[src/rtl/sap_controller.sv]
// SAP-1 style control sequencer: a one-hot T-state ring clocked on the falling edge with combinational strobe decode.
// Optional macro SAP_CTRL_JMP_EN adds the PCLoad output and decodes JMP (0011).
`timescale 1ns/1ps
module sap_controller #(
    parameter int TSTATES = 6
) (
    input  logic               clk,
    input  logic               rst,
    input  logic [3:0]         Opcode,
    output logic [TSTATES-1:0] TState,
    output logic               PCInc,
    output logic               PCOut,
    output logic               MARIn,
    output logic               RAMOut,
    output logic               IRIn,
    output logic               IROut,
    output logic               AIn,
    output logic               AOut,
    output logic               BIn,
    output logic               ALUSub,
    output logic               ALUOut,
    output logic               OutIn,
`ifdef SAP_CTRL_JMP_EN
    output logic               PCLoad,
`endif
    output logic               Halt
);

    localparam logic [3:0] OP_LDA = 4'b0000;
    localparam logic [3:0] OP_ADD = 4'b0001;
    localparam logic [3:0] OP_SUB = 4'b0010;
    localparam logic [3:0] OP_JMP = 4'b0011;
    localparam logic [3:0] OP_OUT = 4'b1110;
    localparam logic [3:0] OP_HLT = 4'b1111;

    localparam logic [TSTATES-1:0] T1 = TSTATES'(1);
    localparam logic [TSTATES-1:0] T2 = TSTATES'(2);
    localparam logic [TSTATES-1:0] T3 = TSTATES'(4);
    localparam logic [TSTATES-1:0] T4 = TSTATES'(8);
    localparam logic [TSTATES-1:0] T5 = TSTATES'(16);
    localparam logic [TSTATES-1:0] T6 = TSTATES'(32);

    generate
        if (TSTATES < 6 || TSTATES > 8) begin : g_bad_tstates
            $error("sap_controller: TSTATES must be 6..8");
        end
    endgenerate

    logic [TSTATES-1:0] tstate_q, tstate_d;
    logic               halt_q, halt_d;
    logic               run;

    // HLT is caught on the T3->T4 edge so the ring parks on T4 and never wraps.
    always_comb begin
        tstate_d = tstate_q;
        halt_d   = halt_q;
        if (!halt_q) begin
            if (tstate_q == T3 && Opcode == OP_HLT) begin
                tstate_d = T4;
                halt_d   = 1'b1;
            end else if (!$onehot(tstate_q)) begin
                tstate_d = T1;
            end else begin
                tstate_d = {tstate_q[TSTATES-2:0], tstate_q[TSTATES-1]};
            end
        end
    end

    always_ff @(negedge clk or negedge rst) begin
        if (!rst) begin
            tstate_q <= T1;
            halt_q   <= 1'b0;
        end else begin
            tstate_q <= tstate_d;
            halt_q   <= halt_d;
        end
    end

    assign TState = tstate_q;
    assign Halt   = halt_q;
    assign run    = rst && !halt_q;

    // Strobes are gated by rst directly so nothing leaks while reset is held.
    always_comb begin
        PCInc  = 1'b0;
        PCOut  = 1'b0;
        MARIn  = 1'b0;
        RAMOut = 1'b0;
        IRIn   = 1'b0;
        IROut  = 1'b0;
        AIn    = 1'b0;
        AOut   = 1'b0;
        BIn    = 1'b0;
        ALUSub = 1'b0;
        ALUOut = 1'b0;
        OutIn  = 1'b0;
`ifdef SAP_CTRL_JMP_EN
        PCLoad = 1'b0;
`endif
        if (run) begin
            case (tstate_q)
                T1: begin
                    PCOut = 1'b1;
                    MARIn = 1'b1;
                end
                T2: PCInc = 1'b1;
                T3: begin
                    RAMOut = 1'b1;
                    IRIn   = 1'b1;
                end
                T4: begin
                    case (Opcode)
                        OP_LDA, OP_ADD, OP_SUB: begin
                            IROut = 1'b1;
                            MARIn = 1'b1;
                        end
                        OP_OUT: begin
                            AOut  = 1'b1;
                            OutIn = 1'b1;
                        end
`ifdef SAP_CTRL_JMP_EN
                        OP_JMP: begin
                            IROut  = 1'b1;
                            PCLoad = 1'b1;
                        end
`endif
                        default: ;
                    endcase
                end
                T5: begin
                    case (Opcode)
                        OP_LDA: begin
                            RAMOut = 1'b1;
                            AIn    = 1'b1;
                        end
                        OP_ADD, OP_SUB: begin
                            RAMOut = 1'b1;
                            BIn    = 1'b1;
                            ALUSub = (Opcode == OP_SUB);
                        end
                        default: ;
                    endcase
                end
                T6: begin
                    if (Opcode == OP_ADD || Opcode == OP_SUB) begin
                        ALUOut = 1'b1;
                        AIn    = 1'b1;
                        ALUSub = (Opcode == OP_SUB);
                    end
                end
                default: ;
            endcase
        end
    end

    // JMP is a plain NOP in the default build; the constant keeps it referenced.
    logic unused_jmp;
    assign unused_jmp = (OP_JMP == 4'b0011);

endmodule

[config.mk]
export PLATFORM = sky130hd
export DESIGN_NAME = sap_controller
export DESIGN_NICKNAME = d
export VERILOG_FILES = /design/src/rtl/sap_controller.sv
export SDC_FILE = /design/constraint.sdc
export NUM_CORES = 1
export LEC_CHECK = 0
export CELL_PAD_IN_SITES_DETAIL_PLACEMENT = 1
export CELL_PAD_IN_SITES_GLOBAL_PLACEMENT = 1
export CORE_UTILIZATION = 30
export DETAILED_ROUTE_END_ITERATION = 6
export PLACE_DENSITY_LB_ADDON = 0.08
export SLEW_MARGIN = 20
export SYNTH_ARGS = -nofsm -noshare
export SYNTH_HDL_FRONTEND = slang
export SYNTH_SLANG_ARGS = --single-unit
[constraint.sdc]
create_clock -name clk -period 3.6 [get_ports clk]
set_input_delay 0.9 -clock clk [delete_from_list [all_inputs] [get_ports clk]]
set_output_delay 0.9 -clock clk [all_outputs]
set_load 0.01 [all_outputs]
==> results, run 1 <==
- The flow ran to the end, but the final reports show violations.
- The final reports fail on negative setup slack.
- The power consumption is 1.10 mW.
- The sort of element at the start of the critical path is a flip-flop.
- The number of antenna violations at the first check in global routing was 0.
- At the worst endpoint, the required time is 2700 ps.
- The count of nets left with antenna violations once routing finished came out at 0.
- After floorplanning, the core was sized to cover 0.00202 mm2.
- After routing the design area is 0.00139 mm2.
- In the routed design, unresolved DRC markers number 0.
- The aggregate global-route resource usage is 30.2%.
- In this run the cell area measured after placement is 0.00117 mm2.
- The total CTS buffers is 3.
- The worst-skew pair later-pin latency is 320 ps.
- The number of setup violations in the final report is 19.
- The most instantiated library cell after synthesis is nand2_1.
- The number of H-tree levels is 1.
- By count the netlist is led by 13 x nand2_1, 9 x inv_1, 6 x dfrtn_1, 6 x nor2_1, 5 x o21ai_0.
- Of the synthesized area, sequential elements account for 26.6%.
- The die area is 0.00240 mm2.
- For the pin with the worst max-slew slack, the measured transition is 369 ps.
- On the worst path, the slowest cell contributes a delay of 390 ps.
- The category of cells accounting for the largest share of critical-path delay is simple AND/OR/NAND/NOR gates.
- The largest area contributor in the netlist is dfrtn_1.
- STA classifies the critical path endpoint as an output port.
- VDD sags by at most 0.532 mV.
- The routed layout has 867 vias.
- The routed wire length per instance is 19.5 um.
- Across the run, the number of max-cap violations was 0.
- The slowest stage cell on the critical path is or3b_4.
- After clock tree synthesis, the clock-pin slew on the worst setup and hold paths is 50 ps.
- Input and output buffers added on the ports amount to 24.
- Of the cells placed in the final design, the portion with a size suffix greater than 1 is 57.2%.
- The leading register cell type out of synthesis is dfrtn_1.
- The layout has 239 filler cells.
- For this run, the number of Yosys warnings is 0.
- The cell leakage power is 0.691 nW.
- Of all nets on the critical path, the largest fanout is 4.
- The first-iteration detailed-routing DRC count is 7.
- The critical path goes through inv_2, ha_4, or3b_4, nand3b_1, nor3_2, buf_2.
- In this run the clock root is driven by a clkbuf_4.
- The overflow left after global routing is 0.
- Counting flops with a built-in enable in the synthesized netlist gives 0.
- Entering global routing, the biggest net connects 14 pins.
- Dividing the synthesized area by the synthesized cell count gives 8.19 um2.
- The flop and latch count out of synthesis is 7.
- TritonCTS built the clock tree.
- The fraction of synthesis flops using an asynchronous set or reset pin is 100%.
- The first-pass GRT wire length is 5220 um.
- The netlist uses 28 different library cells.
- The height of the die is 49.0 um.
- In this run the tightest slew margin relative to its limit is 75.2%.
- The total number of placement rows is 16.
- The worst hold path belongs to the class flip-flop to flip-flop.
- Synthesis produced 81 cells.
- For this design the ratio of total power to cell area is 792 mW/mm2.
- The class of the most critical setup path is flip-flop to output port.
- The total length of routed wires is 3350 um.
- The final estimated routing congestion in global placement is 0.793.
- The max-slew violation count was 0.
- The count of endpoints failing hold in the final timing report is 0.
- The arrival time of data at the critical path endpoint is 3670 ps.
- Between clock sinks in the finished design, the worst skew comes to 57.8 ps.
- Summed over all nets, the half-perimeter wirelength after detailed placement is 1870 um.
- The number of clock sinks is 7.
- The via count of the first global-routing pass came to 980.
- The worst-case clock buffer depth is 2.
- Ranked by total cell area, the synthesized netlist is headed by dfrtn_1 23%, fa_1 9.1%, ha_1 7.5%.
- The mapped netlist covers 663 um2.
- Setup repair after global routing could not meet its margin everywhere.
- The proportion of netlist area held by the largest area contributor is 22.6%.
- The number of optimization iterations in the first detailed-route pass is 4.
- The number of ports placed on the die boundary is 25.
- In the routed layout, each cell is associated on average with a via count of 5.04.
- The layout net count is 159.
- The initial standard-cell utilization of the core is 32.8%.
- The layout overhead on the synthesized area is 109%.
- The worst path buffer plus inverter count is 2.
- In this run the horizontal extent of the chip is 49.0 um.
- The final setup slack of the worst path is -974 ps.
- The count of inserted antenna diode cells is 0.
- Counting every net in the synthesized netlist gives 94.
area by class of cell:
class / instances / area [um2] / share of cell area [%]
sequential: 7 / 176 / 12.7
timing repair buffer: 62 / 549 / 39.7
multi-input combinational: 63 / 566 / 40.8
clock inverter: 2 / 7.51 / 0.542
tap: 27 / 33.8 / 2.44
inverter: 8 / 30.0 / 2.17
clock buffer: 3 / 22.5 / 1.63
per-stage QoR:
stage	setup slack [ps]	std cells	utilization [%]	hold WS, ps	setup TNS, ps
finish	-974	172	68.5	665	-11080
global route	-1080	172	68.5	698	-12100
CTS	-974	172	68.0	629	-10760
detailed placement	-1110	155	58.0	577	-14250
global placement	-1050	155	58.0	568	-13480
floorplan	-763	81	-	508	-4610
layout by cell type, fill, tap and decap left out, drive strengths merged, types with 2 or more instances in the layout:
master / synthesis / final
dfrtn: 6 / 6
inv: 9 / 10
nand3: 2 / 2
or2: 2 / 2
clkbuf: 1 / 3
nor4: 3 / 3
o21ai: 5 / 5
ha: 4 / 4
nor2b: 3 / 3
nor3: 2 / 2
dlymetal6s2s: 0 / 2
nand3b: 3 / 3
dlygate4sd2: 0 / 6
nor2: 6 / 6
nand2b: 3 / 3
nand2: 13 / 13
fa: 3 / 3
a21o: 2 / 2
buf: 1 / 53
a21oi: 3 / 3
and3: 2 / 2
where the power goes:
group | switching [mW] | internal, mW
clock | 0.0358 | 0.0412
combinational | 0.434 | 0.443
sequential | 0.0261 | 0.116
per-layer routing:
layer | share of wire (%) | global-route usage, %
met2 | 53 | 54.9
met5 | 0 | 0
met3 | 3.0 | 4.05
met1 | 43 | 37.2
met4 | 0.84 | 7.84
state kept, by name, summed over array words and instances, names as in the netlist:
signal and flops:
TState 6, Halt 1
worst paths after layout:
check / from / end / slack (ps) / depth (start not counted)
max reg2reg: TState[3] / TState[4] / 120 / 13
min: TState[5] / TState[5] / 660 / 3
max in group asynchronous: rst / TState[0] / 690 / 2
min in group asynchronous: rst / TState[5] / 2630 / 2
min reg2reg: TState[5] / TState[5] / 660 / 3
max: TState[1] / AOut / -970 / 6
what timing repair did:
action / 4_1_cts / 5_1_grt
setup buffers: 14 / 7
setup endpoints to repair: 21 / 24
pin swaps: 10 / 7
endpoints found under the hold margin: 0 / 0
resized for setup: 101 / 11
hold buffers: 0 / 0
worst reg2reg max path, cell delays in order (launching register included):
cell and delay [ps]:
dfrtn_1 510, buf_6 140, buf_4 100, buf_4 100, inv_1 70, fa_1 460
fa_1 500, inv_1 40, ha_1 190, fa_1 440, nor3b_1 300, buf_4 210
nand2_1 90, o21ai_0 300
cell families after synthesis:
logic type	after synthesis	share of synthesized area, %
AO/OA/AOI/OAI	11	10.6
XOR/XNOR	2	2.64
adder cells (fa/ha/maj)	7	16.6
buffers and inverters	11	6.79
flip-flops	7	26.6
AND/OR/NAND/NOR	43	36.8
(Power assumes the default switching activity.)
==> run 2: changes to the inputs <==
- CORE_ASPECT_RATIO: not set -> 0.9
==> run 2 against run 1 <==
  * The flow still finishes with violations (negative setup slack)
  * Critical path depth unchanged
  * Worst hold slack got worse by 46 ps
  * Sequential power about the same
  * Total power increased by 7.3%
  * Final cell count increased by 2.3%
  * Largest power group unchanged
==> results, run 2 (synthesis gave the netlist of run 1 again) <==
- The total CTS buffers came to 3 (unchanged).
- The worst hold slack came to 619 ps (-45.5 ps).
- The hold path depth is 3 (unchanged).
- The cell leakage power was 0.720 nW (+4.2%).
- The initial standard-cell utilization of the core was 33.3% (+0.54 points).
- The worst slew slack as a fraction of its limit is 76.9% (+1.7 points).
- Setup repair after global routing could not meet its margin everywhere.
- The combinational share of power was 80.3% (+0.3 points).
- The final reports fail on negative setup slack.
- The sequential share of power is 12.0% (-1.0 points).
- The height of the die came to 46.6 um (-4.9%).
- Walking the worst path, the cells encountered are inv_2, ha_4, or3b_4, nand3b_1, nor3_2, buf_2.
- The power per unit of standard cell area came to 831 mW/mm2 (+5.0%).
- The first-pass GRT wire length is 5540 um (+6.1%).
- The routed length on met2 is 1900 um (+7.3%).
- The category of cells accounting for the largest share of critical-path delay is simple AND/OR/NAND/NOR gates.
- The number of ports placed on the die boundary came to 25 (unchanged).
- The number of nets with antenna violations after detailed routing is 0 (unchanged).
- The proportion of power drawn by the clock network is 7.6% (+0.6 points).
- Leaving out fill and tap cells, the most frequent cell in the layout is buf_4.
- The switching part of the total came to 45.1% (-0.18 points).
- The final core utilization is 71.1% (+2.6 points).
- The clock-pin slew on the worst setup and hold paths is 50 ps (about the same).
- The required time at the worst-slack endpoint is 2700 ps (about the same).
- The critical path capture point type is an output port.
- The number of antenna violations at the first check in global routing is 0 (unchanged).
- The worst path buffer plus inverter count is 2 (unchanged).
- The worst-skew pair later-pin latency is 340 ps (+20 ps).
- The number of optimization iterations in the first detailed-route pass was 4 (unchanged).
- The actual transition at the worst max-transition pin is 344 ps (-25.3 ps).
- The number of setup violations in the final report was 19 (unchanged).
- The internal power summed over all cells is 0.646 mW (+7.7%).
- The via count of the first global-routing pass is 1,033 (+5.4%).
- The flip-flop count of the largest register after layout is 6 (unchanged).
- The aggregate global-route resource usage was 34.4% (+4.1 points).
- The final estimated routing congestion in global placement is 0.739 (-6.9%).
- Leaving out fill and tap cells, the most frequent cells in the layout are 30 x buf_4, 24 x buf_6, 11 x nand2_1, 8 x inv_1.
- The worst setup skew after layout is 59.6 ps (+1.88 ps).
- The arrival time of data at the critical path endpoint was 3790 ps (+120 ps).
- The pin count of the biggest net entering global routing is 14 (unchanged).
- The detailed-route wire length on metal 1 is 1450 um (+0.76%).
- The total number of placement rows came to 15 (-1).
- The count of endpoints failing hold in the final timing report is 0 (unchanged).
- The maximum vdd ir drop is 0.731 mV (+37%).
- After detailed routing, no signal wire sits above met4.
- The slowest stage cell on the critical path is or3b_4.
- The fraction of layout cells with a size suffix above 1 is 58.3% (+1.0 points).
- The standard cell core area is 0.00199 mm2 (-1.6%).
- The amount of wire on met3 after detailed routing was 257 um (+160%).
- The post-route non-filler standard cell count is 176 (+2.3%).
- The via count was 934 (+7.7%).
- The overflow left after global routing is 0 (unchanged).
- TritonCTS built the clock tree.
- The top fanout value on the critical path is 4 (unchanged).
- The count of maximum capacitance violations is 0 (unchanged).
- The count of placed standard cells including taps came to 154 (-0.65%).
- The layout overhead on the synthesized area is 113%.
- The count of input and output buffers is 24 (unchanged).
- The number of clock sinks is 7 (unchanged).
- STA classifies the critical path startpoint as a flip-flop.
- The total length of routed wires is 3790 um (+13%).
- The path class of the tightest hold or removal check is flip-flop to flip-flop.
- The average vias per placed instance is 5.31 (+5.3%).
- The count of unresolved DRC violations after routing is 0 (unchanged).
- The die area came to 0.00240 mm2 (about the same).
- The layout net count is 165 (+3.8%).
- The count of inserted antenna diode cells is 0 (unchanged).
- The max-slew violation count is 0 (unchanged).
- The worst-case clock buffer depth is 2 (unchanged).
- The class of the most critical setup path is flip-flop to output port.
- The routed wire length per instance is 21.5 um (+11%).
- The die extent in x is 51.6 um (+5.2%).
- The depth of the critical timing path with buffers and inverters included is 6 (unchanged).
- The buffer cell driving the clock tree root is clkbuf_4.
- The length in cells of the worst reg-to-reg path came to 13 (unchanged).
- The power dissipated by switching net loads is 0.530 mW (+6.9%).
- The number of H-tree levels came to 1 (unchanged).
- The accumulated negative setup slack came to -12,400 ps (-1320 ps).
- The final setup slack of the worst path is -1090 ps (-118 ps).
- The worst stage delay on the critical path is 390 ps (about the same).
- The first-iteration detailed-routing DRC count is 15 (+8).
- The total half-perimeter wirelength after legalization and detailed placement was 1850 um (-0.56%).
- The run finished, with violations left.
run 2: cell count changes in the layout (fill, tap and decap cells not counted), sizes merged:
cell	delta
dlygate4sd2	-1
buf	+7
run 2: tightest hold or removal path: stages, from the launching register on:
cell and delay, ps:
dfrtn_1 420, buf_6 130, nand2_1 60, o21ai_0 80
run 2: power by group through the flow:
stage | registers, mW | clock network (mW) | logic, mW
after floorplan | 0.170 | 0.00348 | 0.310
after global placement | 0.138 | 0.00348 | 0.651
after detailed placement | 0.140 | 0.00348 | 0.669
after CTS | 0.138 | 0.0764 | 0.801
after global routing | 0.143 | 0.0963 | 1.00
final | 0.142 | 0.0895 | 0.945
run 2: final timing paths:
path                       startpoint         to  slack, ps
max                         TState[0]      OutIn      -1090
min                         TState[5]  TState[5]        620
max reg2reg                 TState[3]  TState[3]        180
min reg2reg                 TState[5]  TState[5]        620
max in group asynchronous         rst  TState[0]        730
min in group asynchronous         rst  TState[1]       2600
run 2: final cells by class:
type,count,area [um2]
clock buffers,3,22.5
clock inverters,2,7.51
fillers,213,574
inverters,8,30.0
multi-input cells,63,543
flip-flops and latches,7,176
well taps,25,31.3
repair buffers,68,604
run 2: timing repair:
action	CTS	global route
endpoints found under the setup margin	23	21
resized for setup	98	13
gates cloned	0	0
buffers inserted	18	8
pin swaps	11	10
hold buffers	0	0
run 2: through the flow:
step                      instance area, um2  setup WS, ps  total power [mW]
after global routing                    1420         -1130              1.24
after floorplan                          722          -763             0.484
after detailed placement                1180         -1080             0.813
after global placement                  1180         -1030             0.793
final                                   1420         -1090              1.18
after CTS                               1370          -960              1.02
run 2: layer usage:
metal,vias up,track usage [%]
li1,406,-
met1,459,36.9
met2,50,66.2
met3,19,5.28
met4,0,16.8
met5,-,0
